### config.mk
export PLATFORM = sky130hd
export DESIGN_NAME = nvic_exc_ctrl
export DESIGN_NICKNAME = d
export VERILOG_FILES = /design/src/rtl/nvic_pkg.sv /design/src/rtl/nvic_prio_arb.sv /design/src/rtl/nvic_exc_ctrl.sv
export SDC_FILE = /design/constraint.sdc
export NUM_CORES = 1
export LEC_CHECK = 0
export BUFFER_PORTS_ARGS = -buffer_cell sky130_fd_sc_hd__buf_2
export CAP_MARGIN = 20
export CORE_MARGIN = 2
export CORE_UTILIZATION = 30
export CTS_CLUSTER_SIZE = 28
export DETAILED_ROUTE_END_ITERATION = 8
export PLACE_DENSITY = 0.44
export SETUP_SLACK_MARGIN = 0.5
export SLEW_MARGIN = 25
export SYNTH_ARGS = -nofsm -noshare
export SYNTH_HDL_FRONTEND = slang
export SYNTH_HIERARCHICAL = 1
export SYNTH_SLANG_ARGS = --single-unit
### constraint.sdc
create_clock -name clk_i -period 2.5 [get_ports clk_i]
set_clock_uncertainty 0.1 [all_clocks]
set_input_delay 0.5 -clock clk_i [delete_from_list [all_inputs] [get_ports clk_i]]
set_output_delay 0.5 -clock clk_i [all_outputs]
set_load 0.005 [all_outputs]
### src/rtl/nvic_pkg.sv
// rtl/nvic_pkg.sv - shared constants for the NVIC exception-entry sequencer
package nvic_pkg;

  // Default configuration of the sequencer
  localparam int DEF_N_IRQ      = 8;
  localparam int DEF_PRIO_W     = 4;
  localparam int DEF_NEST_DEPTH = 4;

  // Width of the IRQ number carried on exc_num and in stack entries
  localparam int EXC_NUM_W = 3;

  // Sequencer state encoding
  localparam logic [1:0] ST_IDLE = 2'd0;
  localparam logic [1:0] ST_REQ  = 2'd1;
  localparam logic [1:0] ST_RUN  = 2'd2;
  localparam logic [1:0] ST_POP  = 2'd3;

  // Execution priority of thread mode: one above every programmable level
  localparam logic [DEF_PRIO_W:0] THREAD_PRIO = 5'h10;

  // A stack entry holds the interrupted {exec_prio, exc_num}
  function automatic int stack_entry_w(input int prio_w);
    return prio_w + 1 + EXC_NUM_W;
  endfunction

endpackage

### src/rtl/nvic_prio_arb.sv
// rtl/nvic_prio_arb.sv - combinational lowest-priority-value IRQ arbiter
module nvic_prio_arb
  import nvic_pkg::*;
#(
  parameter int N_IRQ  = DEF_N_IRQ,
  parameter int PRIO_W = DEF_PRIO_W
) (
  input  logic [N_IRQ-1:0]        irq_pending_i,
  input  logic [N_IRQ*PRIO_W-1:0] irq_prio_i,
  output logic [EXC_NUM_W-1:0]    winner_o,
  output logic [PRIO_W-1:0]       win_prio_o,
  output logic                    any_pending_o
);

  // Ascending scan with strict compare so equal priorities keep the lowest index
  always_comb begin
    winner_o      = '0;
    win_prio_o    = '1;
    any_pending_o = 1'b0;
    for (int i = 0; i < N_IRQ; i++) begin
      if (irq_pending_i[i] &&
          (!any_pending_o || (irq_prio_i[i*PRIO_W +: PRIO_W] < win_prio_o))) begin
        winner_o      = EXC_NUM_W'(i);
        win_prio_o    = irq_prio_i[i*PRIO_W +: PRIO_W];
        any_pending_o = 1'b1;
      end
    end
  end

endmodule

### src/rtl/nvic_exc_ctrl.sv
// rtl/nvic_exc_ctrl.sv - exception-entry sequencer with nesting stack (option: NVIC_EXC_ERR_EN)
module nvic_exc_ctrl
  import nvic_pkg::*;
#(
  parameter int N_IRQ      = DEF_N_IRQ,
  parameter int PRIO_W     = DEF_PRIO_W,
  parameter int NEST_DEPTH = DEF_NEST_DEPTH
) (
  input  logic                    clk_i,
  input  logic                    rst_i,
  input  logic [N_IRQ-1:0]        irq_pending_i,
  input  logic [N_IRQ*PRIO_W-1:0] irq_prio_i,
  input  logic                    exc_ack_i,
  input  logic                    exc_return_i,
  output logic                    exc_req_o,
  output logic [EXC_NUM_W-1:0]    exc_num_o,
  output logic [N_IRQ-1:0]        clr_pend_o,
  output logic [PRIO_W:0]         exec_prio_o,
  output logic [2:0]              nest_depth_o
`ifdef NVIC_EXC_ERR_EN
  ,
  output logic                    exc_err_o
`endif
);

  localparam int ENT_W = stack_entry_w(PRIO_W);
  localparam int IDX_W = (NEST_DEPTH > 1) ? $clog2(NEST_DEPTH) : 1;
  localparam logic [PRIO_W:0] THREAD_LVL = {1'b1, {PRIO_W{1'b0}}};
  localparam logic [2:0]      NEST_MAX   = 3'(NEST_DEPTH);

  logic [1:0]             state_q, state_d;
  logic [EXC_NUM_W-1:0]   req_num_q, req_num_d;
  logic [PRIO_W-1:0]      req_prio_q, req_prio_d;
  logic [EXC_NUM_W-1:0]   cur_num_q, cur_num_d;
  logic [PRIO_W:0]        exec_prio_q, exec_prio_d;
  logic [2:0]             nest_q, nest_d;
  logic [N_IRQ-1:0]       clr_pend_q, clr_pend_d;
  logic [ENT_W-1:0]       stack_q [NEST_DEPTH];

  logic                   push;
  logic [IDX_W-1:0]       push_idx;
  logic [IDX_W-1:0]       pop_idx;
  logic [ENT_W-1:0]       top_entry;

  logic [EXC_NUM_W-1:0]   winner;
  logic [PRIO_W-1:0]      win_prio;
  logic                   any_pending;
  logic                   prio_beats;
  logic                   stack_room;
  logic                   win_ok;

  nvic_prio_arb #(
    .N_IRQ  (N_IRQ),
    .PRIO_W (PRIO_W)
  ) u_arb (
    .irq_pending_i (irq_pending_i),
    .irq_prio_i    (irq_prio_i),
    .winner_o      (winner),
    .win_prio_o    (win_prio),
    .any_pending_o (any_pending)
  );

  // Entry is allowed only for a strictly more urgent IRQ while a stack slot is free
  always_comb begin
    prio_beats = any_pending && ({1'b0, win_prio} < exec_prio_q);
    stack_room = nest_q < NEST_MAX;
    win_ok     = prio_beats && stack_room;
    push_idx   = nest_q[IDX_W-1:0];
    pop_idx    = push_idx - 1'b1;
    top_entry  = stack_q[pop_idx];
  end

  // Sequencer next-state: request, acknowledge/withdraw, return and pop handling
  always_comb begin
    state_d     = state_q;
    req_num_d   = req_num_q;
    req_prio_d  = req_prio_q;
    cur_num_d   = cur_num_q;
    exec_prio_d = exec_prio_q;
    nest_d      = nest_q;
    clr_pend_d  = '0;
    push        = 1'b0;
    case (state_q)
      ST_IDLE: begin
        if (win_ok) begin
          state_d    = ST_REQ;
          req_num_d  = winner;
          req_prio_d = win_prio;
        end
      end
      ST_REQ: begin
        // Ack beats a same-cycle pending drop; the request target never changes
        if (exc_ack_i) begin
          push                  = 1'b1;
          exec_prio_d           = {1'b0, req_prio_q};
          cur_num_d             = req_num_q;
          nest_d                = nest_q + 3'd1;
          clr_pend_d[req_num_q] = 1'b1;
          state_d               = ST_RUN;
        end else if (!irq_pending_i[req_num_q]) begin
          state_d = (nest_q != 3'd0) ? ST_RUN : ST_IDLE;
        end
      end
      ST_RUN: begin
        // Return outranks a simultaneous preemption
        if (exc_return_i) begin
          exec_prio_d = top_entry[ENT_W-1 -: PRIO_W+1];
          cur_num_d   = top_entry[EXC_NUM_W-1:0];
          nest_d      = nest_q - 3'd1;
          state_d     = ST_POP;
        end else if (win_ok) begin
          state_d    = ST_REQ;
          req_num_d  = winner;
          req_prio_d = win_prio;
        end
      end
      ST_POP: begin
        state_d = (nest_q == 3'd0) ? ST_IDLE : ST_RUN;
      end
      default: begin
        state_d = ST_IDLE;
      end
    endcase
  end

  // Sequencer registers; reset abandons any handshake in flight
  always_ff @(posedge clk_i or posedge rst_i) begin
    if (rst_i) begin
      state_q     <= ST_IDLE;
      req_num_q   <= '0;
      req_prio_q  <= '0;
      cur_num_q   <= '0;
      exec_prio_q <= THREAD_LVL;
      nest_q      <= 3'd0;
      clr_pend_q  <= '0;
    end else begin
      state_q     <= state_d;
      req_num_q   <= req_num_d;
      req_prio_q  <= req_prio_d;
      cur_num_q   <= cur_num_d;
      exec_prio_q <= exec_prio_d;
      nest_q      <= nest_d;
      clr_pend_q  <= clr_pend_d;
    end
  end

  // Nesting stack: saves the interrupted context on each accepted entry
  always_ff @(posedge clk_i or posedge rst_i) begin
    if (rst_i) begin
      for (int i = 0; i < NEST_DEPTH; i++) begin
        stack_q[i] <= '0;
      end
    end else if (push) begin
      stack_q[push_idx] <= {exec_prio_q, cur_num_q};
    end
  end

`ifdef NVIC_EXC_ERR_EN
  logic err_evt;
  logic exc_err_q;

  // Protocol misuse and preemptions lost to a full stack
  always_comb begin
    err_evt = ((state_q == ST_IDLE) && exc_return_i) ||
              ((state_q != ST_REQ) && exc_ack_i) ||
              ((state_q == ST_RUN) && !exc_return_i && prio_beats && !stack_room);
  end

  // Sticky error flag, cleared only by reset
  always_ff @(posedge clk_i or posedge rst_i) begin
    if (rst_i) begin
      exc_err_q <= 1'b0;
    end else if (err_evt) begin
      exc_err_q <= 1'b1;
    end
  end

  assign exc_err_o = exc_err_q;
`endif

  assign exc_req_o    = (state_q == ST_REQ);
  assign exc_num_o    = (state_q == ST_REQ) ? req_num_q : cur_num_q;
  assign clr_pend_o   = clr_pend_q;
  assign exec_prio_o  = exec_prio_q;
  assign nest_depth_o = nest_q;

endmodule

==> flow_metrics.env <==
export IMPL_fin_ws_ns=-7.643
export IMPL_synth_commonest_cells="59 x dfrtp_1, 53 x nand2_1, 32 x inv_1"
export IMPL_initial_core_util_pct=30.57
export IMPL_clkLatencyLatePin_ns=0.32
export IMPL_nNetsFinal=711
export IMPL_hold_ws_ns=0.1350
export IMPL_yosysMostFrequentCell="dfrtp_1"
export IMPL_start_kind="input pin"
export IMPL_critPathMaxStageDelay_ns=0.35
export IMPL_cts_sinks=60
export IMPL_final_hold_violation_count=0
export IMPL_cpMostUsedCell="mux2_4"
export IMPL_antenna_found_initial=0
export IMPL_cts_tree="yes"
export IMPL_die_h_um=122.5
export IMPL_ir_drop_mv=0.4183
export IMPL_yosysSeqAreaShare_pct=35.69
export IMPL_area_delta_synth_final_pct=55.72
export IMPL_syn_area_mm2=0.004210
export IMPL_ys_ff_latch=60
export IMPL_wl_per_cell_um=14.88
export IMPL_port_buffers=63
export IMPL_avgSynthCellArea_um2=9.769
export IMPL_slew_headroom_pct=61.69
export IMPL_worstPathMaxFanout=4
export IMPL_syn_num_nets=495
export IMPL_cts_buffers=9
export IMPL_htreeDepth=3
export IMPL_design_core_area_mm2=0.01377
export IMPL_drv_cap=0
export IMPL_boundaryPins=64
export IMPL_grt_ovfl_total=0
export IMPL_min_period_over_period_pct=405.7
export IMPL_ys_flop_type="dfrtp_1"
export IMPL_die_w_um=122.5
export IMPL_setup_tns_ns=-68.09
export IMPL_via_count=3987
export IMPL_critPathArrivalTime_ns=10.25
export IMPL_async_reset_ff_share_pct=100.0
export IMPL_cts_buffer_depth=2
export IMPL_cts_clk_slew_worst_paths_ns=0.05
export IMPL_antennaDiodeCount=0
export IMPL_synth_largest_area_cell="dfrtp_1"
export IMPL_vias_per_cell=4.792
export IMPL_syn_inst=431
export IMPL_end_kind="register"
export IMPL_holdCritPathClass="in2async"
export IMPL_fin_util_pct=47.60
export IMPL_final_max_slew_viol_count=0
export IMPL_grt_pass1_vias=4212
export IMPL_r2r_start="exec_prio_o[3]$_DFFE_PP0P_"
export IMPL_leakagePower_nw=3.157
export IMPL_grt_max_degree=37
export IMPL_dpl_hpwl_um=9301
export IMPL_wl_um=12380
export IMPL_design_area_mm2=0.006556
export IMPL_track_usage_pct=17.39
export IMPL_finalSetupViolCount=9
export IMPL_drt_pass1_iterations=4
export IMPL_cp_required_ns=2.61
export IMPL_first_iter_violations=188
export IMPL_slowest_stage="mux2_4"
export IMPL_gp_congestion=0.8238
export IMPL_fmax_ghz=0.09859
export IMPL_synth_cell_types=73
export IMPL_yosys_top_cells_area="dfrtp_1 35%, mux2_2 7.8%, ha_1 5.6%, mux2i_1 4.8%, nand2_1 4.7%"
export IMPL_drive_gt1_share_pct=52.91
export IMPL_ys_warn_count=6
export IMPL_outcome="complete, but fails checks"
export IMPL_grt_pass1_wl_um=20420
export IMPL_postPlaceCellArea_mm2=0.005719
export IMPL_fillers=1362
export IMPL_ant_nets=0
export IMPL_tightest_slew_ns=0.5735
export IMPL_crit_type="in2reg"
export IMPL_violations="setup timing"
export IMPL_dieArea_mm2=0.01500
export IMPL_netlist_area_leader_share_pct=35.07
export IMPL_cts_root_buf="clkbuf_16"
export IMPL_drc_errors=0
export IMPL_min_period_ns=10.14
export IMPL_synth_edff_count=0
export IMPL_rows=43
export IMPL_startpoint="irq_pending_i[0]"
export IMPL_rsz0062_at_grt="yes"
export IMPL_powerDensity_mw_per_mm2=1011
export IMPL_p_total_mw=6.630
[timing repair]
| item | CTS | global route |
|---|---|---|
| setup endpoints to repair | 14 | 20 |
| pin swaps | 35 | 17 |
| gates resized for setup | 35 | 16 |
| hold buffers | 0 | 0 |
| buffers inserted | 33 | 12 |
[worst max-delay path: cells and delay by family]
family,cells,cell delay [ns]
AO/OA/AOI/OAI,21,3.20
multiplexers,9,2.46
adder cells (fa/ha/maj),8,1.92
AND/OR/NAND/NOR,10,1.19
buffers and inverters,10,0.95
[sequential cells by signal, indices dropped and copies added (netlist names)]
signal,flops
nest_depth_o,3
state_q,2
cur_num_q,3
exec_prio_o,5
clr_pend_o,8
req_prio_q,4
req_num_q,3
stack_q,32
[layer usage]
layer	share of wire, %	track usage [%]
met5	0	0
met4	1.2	4.741
met3	3.1	2.788
met2	49	30.00
met1	46	22.55
[cell usage in the layout (no fill, tap or decap), drive strengths merged, types with 4 or more instances in the layout]
master	synthesis	final
nand2b	6	6
dfrtp	59	59
a21oi	18	18
mux2i	22	22
buf	11	220
inv	33	32
clkbuf	4	14
ha	19	19
xnor2	4	4
o211ai	6	6
mux4	8	8
a211oi	5	5
mux2	31	31
nand3	8	8
a21o	4	4
a31oi	12	12
nor2	30	30
nor2b	6	6
o21ai	29	29
nand2	54	54
nor3	8	8
[path summary, 6_finish.rpt]
kind	to	depth (start not counted)	slack, ns
max	req_prio_q[3]$_DFFE_PP0P_	58	-7.64
min	stack_q[1]$_DFFE_PP0P_	2	0.14
max reg2reg	req_prio_q[3]$_DFFE_PP0P_	6	0.51
min reg2reg	stack_q[23]$_DFFE_PP0P_	2	0.38
max in group asynchronous	exec_prio_o[4]$_DFFE_PP1P_	3	1.55
min in group clk_i	stack_q[23]$_DFFE_PP0P_	2	0.38
[per-stage QoR]
step / setup slack, ns / std cells
final: -7.643 / 832
after global routing: -8.147 / 832
after CTS: -7.623 / 820
after detailed placement: -8.214 / 771
after global placement: -7.990 / 771
after floorplan: -8.259 / 431
[power by group]
group          total (mW)  switching (mW)  internal, mW
sequential           1.71           0.328          1.38
combinational        3.82            1.66          2.16
clock                1.09           0.398         0.694
total                6.63            2.39          4.24
[layout make-up]
cell class | count | area [µm²] | share of cell area [%]
clock buffers | 14 | 254.0 | 3.874
well taps | 180 | 225.2 | 3.435
clock inverters | 2 | 10.01 | 0.1527
repair buffers | 220 | 1568 | 23.91
flip-flops and latches | 60 | 1504 | 22.94
inverters | 34 | 150.1 | 2.290
multi-input cells | 322 | 2845 | 43.40
[cell families after synthesis]
| kind of cell | synth area share, % |
|---|---|
| adders and majority gates | 6.835 |
| buffers and inverters | 4.695 |
| AOI/OAI and AO/OA | 18.63 |
| DFF | 35.69 |
| muxes | 18.28 |
| xor gates and xnor gates | 0.8320 |
| and+or+nand+nor | 15.04 |
Power figures use the tool's default switching activity.
